==> src/rtl/dd_sync_filt.sv <==
`default_nettype none
// +----------------------------------------------------------------------------+
// | Module      : dd_sync_filt                                                 |
// | Description : Per-channel N-stage synchronizer followed by a stability     |
// |               (debounce) filter with runtime bypass, plus registered       |
// |               one-cycle rise/fall pulses on the filtered level.            |
// | Revision    : 1.0 - initial release                                        |
// +----------------------------------------------------------------------------+
module dd_sync_filt #(
  parameter int                  SIGNAL_W         = 1,
  parameter int                  P_NO_SYNC_STAGES = 2,
  parameter int                  P_FILT_CYCLES    = 4,
  parameter logic [SIGNAL_W-1:0] P_RST_VAL        = {SIGNAL_W{1'b0}}
) (
  input  logic                clk,
  input  logic                rst_n,
  input  logic [SIGNAL_W-1:0] signal_id,
  input  logic                filt_en_id,
  output logic [SIGNAL_W-1:0] signal_od,
  output logic [SIGNAL_W-1:0] rise_pulse_od,
  output logic [SIGNAL_W-1:0] fall_pulse_od
);

  // Counter must hold 0..P_FILT_CYCLES-1; acceptance happens on the edge
  // where it already sits at the last value, so it never wraps.
  localparam int                 c_cnt_w   = $clog2(P_FILT_CYCLES + 1);
  localparam logic [c_cnt_w-1:0] c_cnt_max = c_cnt_w'(P_FILT_CYCLES - 1);
  localparam logic [c_cnt_w-1:0] c_cnt_one = c_cnt_w'(1);

  // Channels are fully independent: no cross-bit coherency is attempted.
  for (genvar gi = 0; gi < SIGNAL_W; gi++) begin : g_chan
    logic [P_NO_SYNC_STAGES-1:0] r_sync;
    logic [c_cnt_w-1:0]          r_cnt;
    logic                        r_level;
    logic                        r_rise;
    logic                        r_fall;
    logic                        w_sync_s;
    logic                        w_diff;

    assign w_sync_s = r_sync[P_NO_SYNC_STAGES-1];
    assign w_diff   = w_sync_s ^ r_level;

    // Shift the asynchronous level in at the LSB; MSB is the synced value.
    always_ff @(posedge clk or negedge rst_n) begin
      if (!rst_n) begin
        r_sync <= {P_NO_SYNC_STAGES{P_RST_VAL[gi]}};
      end else begin
        r_sync <= {r_sync[P_NO_SYNC_STAGES-2:0], signal_id[gi]};
      end
    end

    // Accept a new synced level once it has held for P_FILT_CYCLES edges
    // (or immediately in bypass) and flag the resulting edge as a pulse.
    always_ff @(posedge clk or negedge rst_n) begin
      if (!rst_n) begin
        r_level <= P_RST_VAL[gi];
        r_cnt   <= '0;
        r_rise  <= 1'b0;
        r_fall  <= 1'b0;
      end else begin
        r_rise <= 1'b0;
        r_fall <= 1'b0;
        if (!filt_en_id) begin
          // Bypass: a count in progress is discarded and the synced value
          // is taken as-is on this edge.
          r_cnt <= '0;
          if (w_diff) begin
            r_level <= w_sync_s;
            r_rise  <= w_sync_s;
            r_fall  <= ~w_sync_s;
          end
        end else if (!w_diff) begin
          // Level agrees with output: any partial run is a rejected glitch.
          r_cnt <= '0;
        end else if (r_cnt == c_cnt_max) begin
          r_level <= w_sync_s;
          r_cnt   <= '0;
          r_rise  <= w_sync_s;
          r_fall  <= ~w_sync_s;
        end else begin
          r_cnt <= r_cnt + c_cnt_one;
        end
      end
    end

    assign signal_od[gi]     = r_level;
    assign rise_pulse_od[gi] = r_rise;
    assign fall_pulse_od[gi] = r_fall;
  end

endmodule
`default_nettype wire

==> config.mk <==
export PLATFORM = sky130hd
export DESIGN_NAME = dd_sync_filt
export DESIGN_NICKNAME = d
export VERILOG_FILES = /design/src/rtl/dd_sync_filt.sv
export SDC_FILE = /design/constraint.sdc
export NUM_CORES = 1
export LEC_CHECK = 0
export BUFFER_PORTS_ARGS = -buffer_cell sky130_fd_sc_hd__buf_2
export CAP_MARGIN = 15
export CORE_AREA = 2 2 39 41
export CTS_CLUSTER_SIZE = 28
export DETAILED_ROUTE_END_ITERATION = 8
export DIE_AREA = 0 0 41 43
export SLEW_MARGIN = 10
export SYNTH_ARGS = -nofsm -noshare
export SYNTH_HDL_FRONTEND = slang
export SYNTH_SLANG_ARGS = --single-unit
==> constraint.sdc <==
create_clock -name clk -period 1.3 [get_ports clk]
set_input_delay 0 -clock clk [delete_from_list [all_inputs] [get_ports clk]]
set_output_delay 0 -clock clk [all_outputs]
set_load 0.01 [all_outputs]
After elaboration in Yosys (flattened, before gate mapping)

Index checks and enable logic that the tools add are counted.
W data, S select, Z words.

Register bits: 8
Output and inout bits: 3
Word-level logic and storage cells: 26

$add $sub $neg: 1
Eq/ne operators: 2
Muxes and demuxes: 15
Bitwise operators: 2
Reductions and logical operators: 1

Operators with widths:

| cell                  | count |
|---|---|
| $mux W1               | 12 |
| $mux W3               | 3 |
| $add A3 B1 Y3 const B | 1 |
| $eq A3 B2 Y1 const B  | 1 |
| $ne A2 B1 Y1 const B  | 1 |
| $reduce_and A2 Y1     | 1 |
| $not A1 Y1            | 1 |
| $xor A1 B1 Y1         | 1 |

Logic depth before layout (Yosys ltp)

Depth after elaboration: 4
Mapped depth: 4

Worst setup path after synthesis

OpenSTA, ideal clock, no wires.

Kind: register to register
Start: register g_chan[0].r_cnt[0]
End: register g_chan[0].r_level, in the netlist signal_od
Library setup time: 127 ps
Arrival: 1047 ps
Setup slack: 125 ps
Stages on the path, launching flop included: 5
Path buffers: 0
Clock period less this slack: 1175 ps
Path through: dfrtp_1 > ha_1 > nand2b_1 > nand2_1 > mux2_1

Word-level cells in the longest chain between the ends: 3

Ends and longest elaborated chain:

| what                               | line | RTL |
|---|---|---|
| start, declared                    | 33   | `logic [c_cnt_w-1:0] r_cnt;` |
| start signal, assigned             | 81   | `r_cnt <= r_cnt + c_cnt_one;` |
| $eq A3 B2 Y1                       | 75   | `end else if (r_cnt == c_cnt_max) begin` |
| $ne A2 B1 Y1 (no source line)      | n/a  |  |
| $reduce_and A2 Y1 (no source line) | n/a  |  |
| end signal, assigned               | 56   | `r_level <= P_RST_VAL[gi];` |
| end signal, assigned               | 68   | `r_level <= w_sync_s;` |
| end signal, assigned               | 76   | `r_level <= w_sync_s;` |
| end, declared                      | 34   | `logic r_level;` |

Every way passes these cells.
A chain may end at the register's enable or synchronous reset.

Worst setup path after layout

Same ends and word-level chain as after synthesis.

==> results.cfg <==
[power_and_ir_drop]
vdd_drop_max_v = 0.0005996
fin_total_pwr_uw = 514.8
pwr-share-clk_pct = 35.4
p_seq_share_pct = 53.3
p_comb_share_pct = 11.3
p_per_area_nw_per_um2 = 1290
p_leak_nw = 0.2031
p_int_uw = 400.3
p_switching_uw = 114.4
switching_share_pct = 22.23

[flow_run]
cap_violations = 0

[clock_network]
cts_max_level = 1
cts_tree = done
path_clk_slew_ns = 0.05
clockBufferDepth = 2
clkSinkCount = 8
clkLatencyLatePin_ns = 0.25
cts_buffers = 3
root_buffer = clkbuf_4

[routing]
ant_nets = 0
drt_first_iter_violations = 3
drc_errors = 0
viasPerCell = 3.854
first_pass_iters = 2
vias = 185
wire_per_inst_um = 9.896
wl_um = 475

[die]
core_area_sq_um = 1384
initial_core_util_pct = 21.43
die_area_sq_um = 1763
die_y_um = 43
rows = 14
die_w_um = 41
io_pins = 7

[sta]
timing.fmax_mhz = 824.4
finalCritPeriodShare_pct = 93.31
worst_slack_ns = 0.08697
period_minus_slack_ns = 1.213
worst_pin_slew_ns = 0.1787
max_slew_margin_pct = 88.09
hold_viol = 0
setup_viol = 0
slew_viol_final = 0
rsz0062_at_grt = no
finClkSkew_ns = 0.0006642
finalSetupTns_ns = 0

[setup_path]
reg2reg_to = signal_od
regToRegSetupSlack_ns = 0.09
path_cells = ha_2, nand2b_1, nand2_1, mux2_1
worstPathMaxFanout = 3
reg2regPathDepth = 4
critPathMaxStageDelay_ns = 0.38
crit_type = register to register
cp-end-kind = register
start_kind = register
crit_slowest_cell = dfrtp_1
cp.required_ns = 1.43
critPathArrivalTime_ns = 1.34
worstReg2RegStart = g_chan[0].r_cnt[0]

[synth]
synth_edf_count = 0
syn_nets = 25
synthFlopType = dfrtp_1
syn-mean-instance-area_sq_um = 14.83
ys_ff_latch = 8
syn_area_sq_um = 296.5
yosysTopAreaCell = dfrtp_1
synth_most_common_cell = dfrtp_1
async_flop_share_pct = 100.0
synth_common_cells = 8 x dfrtp_1, 3 x nand2_1, 2 x and3b_1, 2 x nor3b_2
synthTopCellsByArea = dfrtp_1 68%, nor3b_2 8.4%, and3b_1 5.9%, ha_1 4.2%, mux2_1 3.8%
synth_top_area_share_pct = 67.51
synth_cell_type_count = 9
syn_inst = 20
ys_seq_area_share_pct = 67.51
ys_warn_count = 0

[cells_and_area]
drive_above_1_share_pct = 40.63
fin_util_pct = 28.84
final_cells = 48
diodes = 0
nNetsFinal = 39
area_growth_syn_to_layout_pct = 34.60

[placed_design]
placed_cells = 42
dp_slack_ns = 0.01027
portBuffers = 6
place_hpwl_um = 370.8
place.gp.congestion = 0.5956

[hold_path]
min_to = g_chan[0].r_cnt[0]
min_path_type = input port to register
hold_path_depth = 3
min_from = filt_en_id

[global_route]
grt_first_pass_wirelength_um = 765
overflow = 0
first_global_vias = 185
antenna_found_initial = 0
grt_max_degree = 9
grt_use_total_pct = 7.935

[run_status]
status = complete, no violations
-- per-stage QoR --
step	cell area, sq um	hold slack [ns]
2_1_floorplan	296.5	-0.2956
3_3_place_gp	346.6	-0.1619
3_5_place_dp	346.6	-0.1530
4_1_cts	391.6	0.06177
5_1_grt	399.1	0.05963
6_report	399.1	0.07675
-- routing by layer --
layer | global-route usage [%] | up-vias | wire length (um)
met1 | 7.383 | 85 | 210
met5 | 0 | - | 0
met4 | 8.000 | 0 | 0
met2 | 9.063 | 7 | 220
li1 | - | 93 | -
met3 | 7.853 | 0 | 45
-- flip-flops by register name, summed over array words and instances, names as in the netlist --
name,count
g_chan.r_cnt,3
fall_pulse_od,1
signal_od,1
g_chan.r_sync,2
rise_pulse_od,1
-- layout by cell type (no fill, tap or decap) --
master	Yosys	routed
xor2_1	1	1
dfrtp_1	8	8
and3b_1	2	2
mux2_1	1	1
nor2_1	1	1
ha_2	0	1
clkbuf_4	0	3
nand2_1	3	3
nor3b_2	2	2
buf_2	0	6
buf_4	0	1
nand2b_1	1	1
dlygate4sd3_1	0	2
-- worst max-delay path: cells and delay by family, from the launching register on --
family	cells	cell delay [ns]
AND/OR/NAND/NOR	2	0.20
multiplexers	1	0.31
flip-flops	1	0.38
adder cells (fa/ha/maj)	1	0.20
-- how the worst max path moves through the flow --
stage                             from         to  slack (ns)  depth (start not counted)
detailed placement  g_chan[0].r_cnt[0]  signal_od        0.01                          4
finish              g_chan[0].r_cnt[0]  signal_od        0.09                          4
CTS                 g_chan[0].r_cnt[0]  signal_od        0.04                          4
floorplan           g_chan[0].r_cnt[0]  signal_od        0.13                          4
global route        g_chan[0].r_cnt[0]  signal_od        0.02                          4
global placement    g_chan[0].r_cnt[0]  signal_od        0.08                          4
-- final cells by class --
type,instances,area (sq um)
Tap cell,16,20.02
Clock buffer,3,22.52
Fill cell,145,984.7
Multi-Input combinational cell,12,98.84
Sequential cell,8,200.2
Timing Repair Buffer,9,57.56
-- cells by family after synthesis --
group         share of synthesized area, %
simple gates                         21.52
flops                                67.51
xor+xnor                             2.954
mux                                  3.797
fa+ha+maj                            4.219
-- what timing repair did --
item | 4_1_cts | 5_1_grt
endpoints found under the setup margin | 1 | 1
hold buffers | 2 | 0
resized for setup | 1 | 0
hold endpoints to repair | 9 | 0
buffers inserted | 0 | 1
-- power groups by stage --
stage	Sequential (mW)	Combinational (mW)	Clock (mW)
floorplan	0.281	0.0231	0
global placement	0.278	0.0444	0
detailed placement	0.280	0.0482	0
CTS	0.276	0.0536	0.198
global route	0.275	0.0649	0.220
finish	0.274	0.0582	0.182
No activity file was read; power rests on OpenSTA's default activity.
